### src/rtl/secuenciador_rampa.sv
// Soft-start sequencer for the motor power stage: ramps 30% -> 50% -> 100% on
// start and 100% -> 50% -> 30% -> off on stop, with a fixed dwell per step.
//
//   state  | meaning
//   IDLE   | motor off, waiting for a start request
//   S30    | ramp-up, 30% level, timed
//   S50    | ramp-up, 50% level, timed
//   S100   | full speed, holds until stop or fault
//   BAJA50 | ramp-down, 50% level, timed
//   BAJA30 | ramp-down, 30% level, timed
//   FALLA  | fault shutdown, exits when falla and arranque are both low
module secuenciador_rampa #(
  parameter int DWELL_LENTO  = 8,
  parameter int DWELL_RAPIDO = 2,
  parameter int CNT_W        = 8
) (
  input  logic       clk,
  input  logic       reset,
  input  logic       arranque,
  input  logic       Rapido,
  input  logic       Lento,
  input  logic       paro,
  input  logic       falla,
  output logic       out_30,
  output logic       out_50,
  output logic       out_100,
  output logic       en_rampa,
  output logic       listo,
  output logic [2:0] estado
);

  typedef enum logic [2:0] {
    IDLE   = 3'd0,
    S30    = 3'd1,
    S50    = 3'd2,
    S100   = 3'd3,
    BAJA50 = 3'd4,
    BAJA30 = 3'd5,
    FALLA  = 3'd6
  } state_t;

  localparam logic [CNT_W-1:0] CARGA_LENTO  = CNT_W'(DWELL_LENTO - 1);
  localparam logic [CNT_W-1:0] CARGA_RAPIDO = CNT_W'(DWELL_RAPIDO - 1);
  localparam logic [CNT_W-1:0] UNO          = CNT_W'(1);

  state_t           state_q, state_d;
  logic [CNT_W-1:0] cnt_q, cnt_d;
  logic             rapido_q, rapido_d;
  logic             out_30_q, out_30_d;
  logic             out_50_q, out_50_d;
  logic             out_100_q, out_100_d;
  logic             en_rampa_q, en_rampa_d;
  logic             listo_q, listo_d;

  logic             modo_rapido;
  logic [CNT_W-1:0] carga;
  logic [CNT_W-1:0] cnt_dec;
  logic             cnt_fin;

  // Mode chosen at start; with neither select asserted the safe slow ramp is used.
  always_comb begin
    modo_rapido = 1'b0;
    case ({Rapido, Lento})
      2'b10, 2'b11: modo_rapido = 1'b1;
      2'b01:        modo_rapido = 1'b0;
      default:      modo_rapido = 1'b0;
    endcase
  end

  assign carga   = rapido_q ? CARGA_RAPIDO : CARGA_LENTO;
  assign cnt_fin = (cnt_q == '0);
  assign cnt_dec = cnt_fin ? cnt_q : (cnt_q - UNO);

  always_comb begin
    state_d  = state_q;
    cnt_d    = cnt_q;
    rapido_d = rapido_q;

    if (falla) begin
      state_d = FALLA;
      cnt_d   = '0;
    end else begin
      case (state_q)
        IDLE: begin
          if (arranque && !paro) begin
            state_d  = S30;
            rapido_d = modo_rapido;
            cnt_d    = modo_rapido ? CARGA_RAPIDO : CARGA_LENTO;
          end
        end
        S30: begin
          if (paro) begin
            state_d = IDLE;
            cnt_d   = '0;
          end else if (cnt_fin) begin
            state_d = S50;
            cnt_d   = carga;
          end else begin
            cnt_d = cnt_dec;
          end
        end
        S50: begin
          if (paro) begin
            state_d = BAJA30;
            cnt_d   = carga;
          end else if (cnt_fin) begin
            state_d = S100;
            cnt_d   = carga;
          end else begin
            cnt_d = cnt_dec;
          end
        end
        S100: begin
          if (paro) begin
            state_d = BAJA50;
            cnt_d   = carga;
          end
        end
        BAJA50: begin
          if (cnt_fin) begin
            state_d = BAJA30;
            cnt_d   = carga;
          end else begin
            cnt_d = cnt_dec;
          end
        end
        BAJA30: begin
          if (cnt_fin) begin
            state_d = IDLE;
            cnt_d   = '0;
          end else begin
            cnt_d = cnt_dec;
          end
        end
        FALLA: begin
          if (!arranque) begin
            state_d = IDLE;
            cnt_d   = '0;
          end
        end
        default: begin
          state_d = IDLE;
          cnt_d   = '0;
        end
      endcase
    end
  end

  // Outputs are decoded from the next state so they register in step with estado.
  always_comb begin
    out_30_d   = (state_d == S30) || (state_d == BAJA30);
    out_50_d   = (state_d == S50) || (state_d == BAJA50);
    out_100_d  = (state_d == S100);
    en_rampa_d = (state_d == S30) || (state_d == S50) ||
                 (state_d == BAJA50) || (state_d == BAJA30);
    listo_d    = (state_d == S100);
  end

  always_ff @(posedge clk) begin
    if (reset) begin
      state_q    <= IDLE;
      cnt_q      <= '0;
      rapido_q   <= 1'b0;
      out_30_q   <= 1'b0;
      out_50_q   <= 1'b0;
      out_100_q  <= 1'b0;
      en_rampa_q <= 1'b0;
      listo_q    <= 1'b0;
    end else begin
      state_q    <= state_d;
      cnt_q      <= cnt_d;
      rapido_q   <= rapido_d;
      out_30_q   <= out_30_d;
      out_50_q   <= out_50_d;
      out_100_q  <= out_100_d;
      en_rampa_q <= en_rampa_d;
      listo_q    <= listo_d;
    end
  end

  assign out_30   = out_30_q;
  assign out_50   = out_50_q;
  assign out_100  = out_100_q;
  assign en_rampa = en_rampa_q;
  assign listo    = listo_q;
  assign estado   = state_q;

endmodule
### config.mk
export PLATFORM = sky130hd
export DESIGN_NAME = secuenciador_rampa
export DESIGN_NICKNAME = d
export VERILOG_FILES = /design/src/rtl/secuenciador_rampa.sv
export SDC_FILE = /design/constraint.sdc
export NUM_CORES = 1
export LEC_CHECK = 0
export ABC_AREA = 1
export BUFFER_PORTS_ARGS = -buffer_cell sky130_fd_sc_hd__buf_2
export CAP_MARGIN = 15
export CORE_MARGIN = 5
export CORE_UTILIZATION = 60
export DETAILED_ROUTE_END_ITERATION = 8
export PLACE_DENSITY = 0.8
export SYNTH_ARGS = -nofsm -noshare
export SYNTH_HDL_FRONTEND = slang
export SYNTH_SLANG_ARGS = --single-unit
### constraint.sdc
create_clock -name clk -period 4 [get_ports clk]
set_input_delay 0.8 -clock clk [delete_from_list [all_inputs] [get_ports clk]]
set_output_delay 0.8 -clock clk [all_outputs]
set_load 0.1 [all_outputs]
# After elaboration in Yosys (flattened, before gate mapping)
# Cells that the tools add are included.
dict set report totals {
  ff_bits 16
  latchBits 0
  ramBits 0
  rom_bits 0
  input_bits 7
  out_inout_bits 8
  mem_count 0
}
dict set report op_classes {
  addsub 1
  multipliers 0
  n_div 0
  magnitude_cmp 0
  eq_ne 16
  shifts 0
  muxes 22
  n_bitwise 1
  n_reduce_logical 13
}
# cell n
set op_table {}
lappend op_table {{8-bit two-way mux} 7}
lappend op_table {{8-bit case mux with 7 select lines} 1}
lappend op_table {{3-bit two-way mux} 12}
lappend op_table {{3-bit case mux with 7 select lines} 1}
lappend op_table {{3-bit equality test, second input constant} 5}
lappend op_table {{3-bit by 2-bit equality test with 1-bit output, second input constant} 4}
lappend op_table {{8-bit zero test} 1}
lappend op_table {{8-bit by 1-bit subtractor with 8-bit output, second input constant} 1}
lappend op_table {{3-bit by 1-bit equality test with 1-bit output, second input constant} 2}
lappend op_table {{2-bit inequality test, second input constant} 3}
lappend op_table {{3-bit AND reduction} 2}
lappend op_table {{1-bit logical OR} 5}
lappend op_table {{2-bit equality test, second input constant} 2}
lappend op_table {{2-bit OR reduction} 2}
lappend op_table {{3-bit zero test} 1}
lappend op_table {{1-bit logical AND} 1}
lappend op_table {{1-bit zero test} 1}
lappend op_table {{1-bit two-way mux} 1}
lappend op_table {{1-bit NOT} 1}

# Depth between registers and ports, before layout
# Gate-level depths: netlist of run 1.
dict set report logic_depth {
  ltp_word 9
  depth_mapped 12
}

# Least setup slack after synthesis of run 1
# No wires, ideal clock.
dict set report synth_path {
  path_type {register -> output}
  from {reg listo (netlist name)}
  to {out out_100}
  t_arrival_ps 1356
  required_ps 3200
  slack_ps 1844
  stages_incl_launch_ff 2
  n_path_buf 1
  cell_sequence {dfxtp_1 buf_4}
}
# item line_no
set synth_rtl {}
lappend synth_rtl {{end, declared} 26} ;# output logic out_100,

# Worst setup path in the final report of run 1
dict set report layout_path {
  from {reg state_q[1], in the netlist estado[1]}
  to {out estado[1]}
}
# item line_no
set layout_rtl {}
lappend layout_rtl {{start, declared} 46} ;# state_t state_q, state_d;
lappend layout_rtl {{start signal, assigned} 170} ;# state_q <= state_d;
lappend layout_rtl {{end, declared} 29} ;# output logic [2:0] estado
# No word-level cell between the ends.

==> qor.yml, run 1 <==
setup-violations-final: 0
min_path_type: "reg2reg"
fmax_ghz: 0.4873
hold_viol_final: 0
fin_crit_ns: 2.052
synth-simple-area-share: 0.4000
arrival_ns: 1.25
wl_per_cell_um: 11.73
cts_resized: 0
grt_pass1_vias: 1036
synth_compound_area_frac: 0.1523
synth_adder_area_share: 0.02326
synth-xor-area-share: 0.02442
crit_buf_inv: 1
die-area_um2: 2741
ir_worst_vdd_mv: 0.3014
die_w_um: 52.35
drt_iter0_drc: 23
hold_depth: 2
postSynthCellCount: 157
syn-mean-instance-area_um2: 6.854
drv_slew: 0
outcome: "complete, no violations"
place_area_um2: 1160
crit_path_cell_trace: "buf_2"
clockRootBuffer: "clkbuf_4"
wirelength_mm: 2.311
first_pass_iters: 4
antenna_found_initial: 0
synthMuxAreaShare: 0
grt_pass1_wl_mm: 4.319
clkLatencyLatePin_ns: 0.30
p_per_area_nw_per_um2: 421.8
synth_nets: 166
rsz0062_at_grt: "no"
netlist-cell-type-count: 32
num_rows: 15
tightest_slew_ns: 0.4925
clk_path_buf_depth: 2
worst_path_largest_cell_delay_ns: 0.48
cts_tree: "yes"
cp.required_ns: 3.20
nFillCells: 161
diodes: 0
yosysWarningCount: 0
yosysTopAreaCellShare: 0.2977
die_y_um: 52.35
numClockSinks: 16
postLayoutCellArea_um2: 1196
cp_num_cells: 1
power.leakage_uw: 0.0005536
initial_utilization: 0.6300
io_pins: 15
synth_top_family_by_area: "simple AND/OR/NAND/NOR gates"
fin_skew_ns: 0.01016
period_share: 0.5131
syn-cell-area_um2: 1076
final_core_util: 0.7004
layout.nets: 182
path_clk_slew_ns: 0.10
rr_worst_depth: 11
grt.overflow.total: 0
track_usage: 0.2113
cts_max_level: 1
worstSetupStartpointType: "register"
setup-tns-final_ns: 0
cp-end-kind: "output port"
final_layout_size_suffix_gt1_frac: 0.2558
vias: 1045
slew_headroom: 0.6739
yosysSeqAreaShare: 0.2977
cap_violations: 0
numCtsBuffers: 3
postCtsHoldBufs: 0
yosysTopAreaCell: "dfxtp_1"
cts_setup_buffers: 0
synthTopCellsByArea: "dfxtp_1, nand2_1, inv_1, a21oi_1, nand3_1"
crit_family: "buffers and inverters"
place.gp.congestion: 0.8605
route.detailed.drc: 0
worstSetupPathType: "reg2out"
area_delta_synth_final_pct: 11.16
ant_nets: 0
cp_slowest_cell: "buf_2"
coreArea_um2: 1708
hpwl_mm: 1.859
grt_max_degree: 10
post_drt_via_cell_ratio: 5.305
ys_ff_latch: 16
worst-path-max-fanout: 6
portBuffers: 13
==> cell usage in the layout, fill, tap and decap left out, types with 3 or more instances in the layout <==
| cell | count |
|---|---|
| nand2_1 | 34 |
| inv_2 | 8 |
| nand3_1 | 12 |
| dfxtp_1 | 16 |
| nand2_2 | 3 |
| nor2_4 | 4 |
| a21oi_1 | 13 |
| clkbuf_4 | 3 |
| nor2_1 | 11 |
| buf_2 | 13 |
| nand3_2 | 3 |
| o21ai_0 | 3 |
| o21ai_1 | 5 |
| inv_1 | 18 |
| nor2_2 | 3 |
==> Yosys cell counts (all sizes together) <==
library cell,count
o22ai,2
nand3b,2
a21oi,14
or2,1
nor2,18
o21a,1
ha,2
nand2,38
xnor2,1
nand4,2
o211ai,1
a31oi,1
buf,2
xor2,2
inv,26
nor3,3
nand3,15
o21ai,9
dfxtp,16
nor3b,1
==> report_power, final <==
group | switching [µW] | internal, µW
Clock | 54.8 | 55.6
Sequential | 11.4 | 171
Combinational | 151 | 60.8
Total | 217 | 288
==> path summary, 6_finish.rpt <==
path	from	slack [ns]	end
max	estado[1]$_SDFF_PP0_	1.95	estado[1]
min reg2reg	cnt_q[0]$_SDFFE_PP0P_	0.47	cnt_q[0]$_SDFFE_PP0P_
max reg2reg	cnt_q[0]$_SDFFE_PP0P_	2.42	out_50$_SDFF_PP0_
min	cnt_q[0]$_SDFFE_PP0P_	0.47	cnt_q[0]$_SDFFE_PP0P_
==> sequential cells by signal (all words and copies together), names as in the netlist <==
| signal | flops |
|---|---|
| cnt_q | 8 |
| out_50 | 1 |
| en_rampa | 1 |
| listo | 1 |
| out_30 | 1 |
| rapido_q | 1 |
| estado | 3 |
==> cell families after synthesis <==
family          count (synthesis)
fa+ha+maj                       2
flops                          16
xor+xnor                        3
buf+inv                        28
compound gates                 28
simple gates                   80
==> stage by stage <==
step	total power (µW)	hold WS [ns]	instances	setup slack [ns]
4_1_cts	507.5	0.4740	197	1.942
2_1_floorplan	362.1	0.4440	157	1.844
6_report	504.6	0.4741	197	1.948
3_5_place_dp	397.5	0.4585	193	2.071
5_1_grt	539.6	0.5220	197	1.908
3_3_place_gp	391.6	0.4536	193	2.111
==> routing by layer <==
layer / vias to the layer above / routed length (µm) / track usage
li1: 534 / - / -
met1: 484 / 1007 / 0.2565
met2: 22 / 1150 / 0.3554
met3: 5 / 116 / 0.05413
met4: 0 / 37 / 0.07660
met5: - / 0 / 0
==> layout make-up <==
type,count,area [µm²],share of cell area
clock buffer,4,36.28,0.03033
timing repair buffer,13,65.06,0.05439
sequential,16,320.3,0.2678
inverter,26,97.59,0.08159
tap,25,31.28,0.02615
multi-input combinational,113,645.6,0.5397
Note: power is estimated with default switching activity, not from simulation.
==> run 2: changes to the inputs <==
- CORE_ASPECT_RATIO: not set -> 0.7
- CORE_UTILIZATION: 60 -> 55
- PLACE_DENSITY: 0.8 -> 0.74
- clock period: 4 -> 1.9 ns (I/O delays scaled with it)
==> qor.yml, run 2 (same netlist as run 1, synthesis figures left out) <==
final_cell_mix: "nand2_1, inv_1, a21oi_1, dfxtp_1, buf_2"
portBuffers: 13
fin_skew_ns: 0.005578
slew_headroom: 0.6747
final_core_util: 0.6451
vias: 1043
fmax_ghz: 0.6106
drt_iter0_drc: 49
fin_cells: 194
ir_worst_vdd_mv: 0.7825
hold_depth: 2
numCtsBuffers: 3
post_drt_via_cell_ratio: 5.376
diodes: 0
min_path_type: "in2reg"
clockRootBuffer: "clkbuf_4"
setup-tns-final_ns: 0
ant_nets: 0
layout.nets: 182
numClockSinks: 16
cts_setup_buffers: 0
drv_slew: 0
die-area_um2: 2955
tightest_slew_ns: 0.4913
hold_ws_ns: 0.3110
worstSetupPathType: "reg2reg"
path_clk_slew_ns: 0.10
cap_violations: 0
place.gp.congestion: 0.8507
num_rows: 13
rr_worst_depth: 11
die_w_um: 62.87
p_per_area_nw_per_um2: 890.2
grt_pass1_vias: 960
area_delta_synth_final_pct: 11.16
track_usage: 0.1820
grt_pass1_wl_mm: 4.146
route.detailed.drc: 0
initial_utilization: 0.5803
wl_per_cell_um: 12.28
outcome: "complete, no violations"
dp.cells: 190
first_pass_iters: 5
grt_max_degree: 10
cts_max_level: 1
power_uw: 1065
die_y_um: 47.01
antenna_found_initial: 0
io_pins: 15
layout_commonest_cell: "nand2_1"
grt.overflow.total: 0
clk_path_buf_depth: 2
regMostFlops: "cnt_q"
wirelength_mm: 2.382
cts_resized: 0
worstSetupStartpointType: "register"
fin_crit_ns: 1.638
period_share: 0.8619
clkLatencyLatePin_ns: 0.29
cp-end-kind: "register"
hold_viol_final: 0
setup-violations-final: 0
cts_tree: "yes"
final_layout_size_suffix_gt1_frac: 0.2733
postCtsHoldBufs: 0
hpwl_mm: 1.876
worst-path-max-fanout: 6
arrival_ns: 1.82
rsz0062_at_grt: "no"
largest_register_ff_count: 8
coreArea_um2: 1854
nFillCells: 175
power.leakage_uw: 0.0005545
cp.required_ns: 2.08
==> run 2: layout make-up <==
type	instances	area [µm²]	share of cell area
well taps	22	27.53	0.02301
inverters	26	97.59	0.08159
multi-input cells	113	645.6	0.5397
repair buffers	13	65.06	0.05439
flip-flops and latches	16	324.1	0.2709
clock buffers	4	36.28	0.03033
==> run 2: worst paths after layout <==
path	from	endpoint	slack (ns)
setup / recovery	cnt_q[0]$_SDFFE_PP0P_	en_rampa$_SDFF_PP0_	0.26
hold / removal	reset	estado[0]$_SDFF_PP0_	0.31
setup reg to reg	cnt_q[0]$_SDFFE_PP0P_	en_rampa$_SDFF_PP0_	0.26
hold reg to reg	cnt_q[0]$_SDFFE_PP0P_	cnt_q[0]$_SDFFE_PP0P_	0.49
==> run 2: power by group <==
| group | switching [µW] | internal, µW |
|---|---|---|
| registers | 25.0 | 362 |
| logic | 321 | 128 |
| clock network | 112 | 117 |
| total | 458 | 607 |
==> run 2: critical path, stage by stage, from the launching register on <==
cell     delay [ns]
dfxtp_1        0.33
inv_1          0.14
ha_1           0.17
nand2_1        0.11
nor2_4         0.23
inv_2          0.07
nand3_1        0.07
nand2_1        0.09
nand2_1        0.08
nand2_2        0.09
nand3_2        0.09
a21oi_1        0.07
==> run 2: metal layers <==
metal	vias up	part of all wire	global-route usage	wire length [µm]
met2	24	0.43	0.2924	1036
met4	0	0.0076	0.06356	18
li1	539	-	-	-
met1	478	0.51	0.2450	1222
met3	2	0.044	0.04306	104
met5	-	0	0	0
==> run 2: through the flow <==
step | area [µm²] | setup slack [ns]
3_3_place_gp | 1160 | 0.3631
6_report | 1196 | 0.2623
5_1_grt | 1196 | 0.09416
3_5_place_dp | 1160 | 0.2939
4_1_cts | 1196 | 0.2634
2_1_floorplan | 1080 | 0.1638
==> run 3: changes to the inputs <==
- PLACE_DENSITY: 0.74 -> 0.89
==> qor.yml, run 3 (same netlist as run 1, synthesis figures left out) <==
outcome: "complete, no violations"
setup-violations-final: 0
numCtsBuffers: 3
min_path_type: "in2reg"
power.leakage_uw: 0.0005545
cp-end-kind: "register"
fin_crit_ns: 1.687
cap_violations: 0
final_cell_mix: "nand2_1, inv_1, a21oi_1, dfxtp_1, buf_2"
cts_tree: "yes"
hold_viol_final: 0
grt.overflow.total: 0
period_share: 0.8878
ir_worst_vdd_mv: 0.6413
regMostFlops: "cnt_q"
grt_max_degree: 10
largest_register_ff_count: 8
tightest_slew_ns: 0.4937
drv_slew: 0
cts_max_level: 1
cts_setup_buffers: 0
die-area_um2: 2955
slew_headroom: 0.6731
area_delta_synth_final_pct: 11.16
path_clk_slew_ns: 0.11
clkLatencyLatePin_ns: 0.30
timing.rr.end: "out_50$_SDFF_PP0_"
route.detailed.drc: 0
wl_per_cell_um: 13.15
worstSetupPathType: "reg2reg"
cp.required_ns: 2.11
grt_pass1_vias: 953
layout_commonest_cell: "nand2_1"
postCtsHoldBufs: 0
endpoint: "out_50$_SDFF_PP0_"
track_usage: 0.1842
layout.nets: 182
worst-path-max-fanout: 5
worstSetupStartpointType: "register"
clockRootBuffer: "clkbuf_4"
wirelength_mm: 2.551
place.gp.congestion: 0.8930
hpwl_mm: 1.948
coreArea_um2: 1854
post_drt_via_cell_ratio: 5.485
grt_pass1_wl_mm: 4.236
die_w_um: 62.87
rsz0062_at_grt: "no"
numClockSinks: 16
rrSetupSlack_ns: 0.21
r2r-start: "cnt_q[0]$_SDFFE_PP0P_"
arrival_ns: 1.90
fin_cells: 194
fmax_ghz: 0.5928
setup-tns-final_ns: 0
dp.cells: 190
initial_utilization: 0.5803
portBuffers: 13
first_pass_iters: 4
fin_skew_ns: 0.01620
diodes: 0
die_y_um: 47.01
cts_resized: 0
power_uw: 1075
final_layout_size_suffix_gt1_frac: 0.2733
ant_nets: 0
io_pins: 15
nFillCells: 155
vias: 1064
rr_worst_depth: 10
num_rows: 13
cp-startpoint: "cnt_q[0]$_SDFFE_PP0P_"
antenna_found_initial: 0
drt_iter0_drc: 76
p_per_area_nw_per_um2: 898.9
clk_path_buf_depth: 2
## run 3: how the worst min path moves through the flow
| stage | from | endpoint | slack (ns) | depth (start not counted) |
|---|---|---|---|---|
| 6_report | reset | en_rampa$_SDFF_PP0_ | 0.32 | 2 |
| 5_1_grt | reset | en_rampa$_SDFF_PP0_ | 0.31 | 2 |
| 4_1_cts | reset | en_rampa$_SDFF_PP0_ | 0.31 | 2 |
| 3_5_place_dp | cnt_q[0]$_SDFFE_PP0P_ | cnt_q[0]$_SDFFE_PP0P_ | 0.47 | 2 |
| 3_3_place_gp | cnt_q[0]$_SDFFE_PP0P_ | cnt_q[0]$_SDFFE_PP0P_ | 0.45 | 2 |
| 2_1_floorplan | cnt_q[0]$_SDFFE_PP0P_ | cnt_q[0]$_SDFFE_PP0P_ | 0.44 | 2 |
## run 3: metal layers
| metal | vias to the layer above | track usage | wire length [µm] |
|---|---|---|---|
| met4 | 0 | 0.02966 | 8 |
| met1 | 486 | 0.2266 | 1147 |
| met2 | 37 | 0.3313 | 1233 |
| met3 | 2 | 0.05742 | 162 |
| li1 | 539 | - | - |
| met5 | - | 0 | 0 |
## run 3: worst max-delay path, cell delays in order, from the launching register on
cell and delay [ns]:
dfxtp_1 0.33, inv_1 0.14, ha_1 0.17, nand2_1 0.13, o21ai_1 0.21, nand3_1 0.10
nand2_1 0.11, nand2_1 0.07, nand2_2 0.11, nand3_2 0.09, a21oi_1 0.16
## run 3: report_power, final
group          total (µW)  internal (µW)  switching (µW)  leakage (µW)
clock                 232            117             115     0.0000210
combinational         454            128             326      0.000402
sequential            389            362            27.7      0.000132
total                1080            607             469      0.000554
## run 3: area by class of cell
class,count,area [µm²],share of cell area
multi-input cells,113,645.6,0.5397
flip-flops and latches,16,324.1,0.2709
inverters,26,97.59,0.08159
repair buffers,13,65.06,0.05439
clock buffers,4,36.28,0.03033
well taps,22,27.53,0.02301
## run 3: through the flow
stage,instance area [µm²],hold slack (ns),utilization,setup WS [ns]
5_1_grt,1196,0.3119,0.6451,0.05724
4_1_cts,1196,0.3062,0.6451,0.2486
3_3_place_gp,1160,0.4548,0.6255,0.3793
6_report,1196,0.3219,0.6451,0.2131
3_5_place_dp,1160,0.4698,0.6255,0.2794
2_1_floorplan,1080,0.4440,-,0.1638
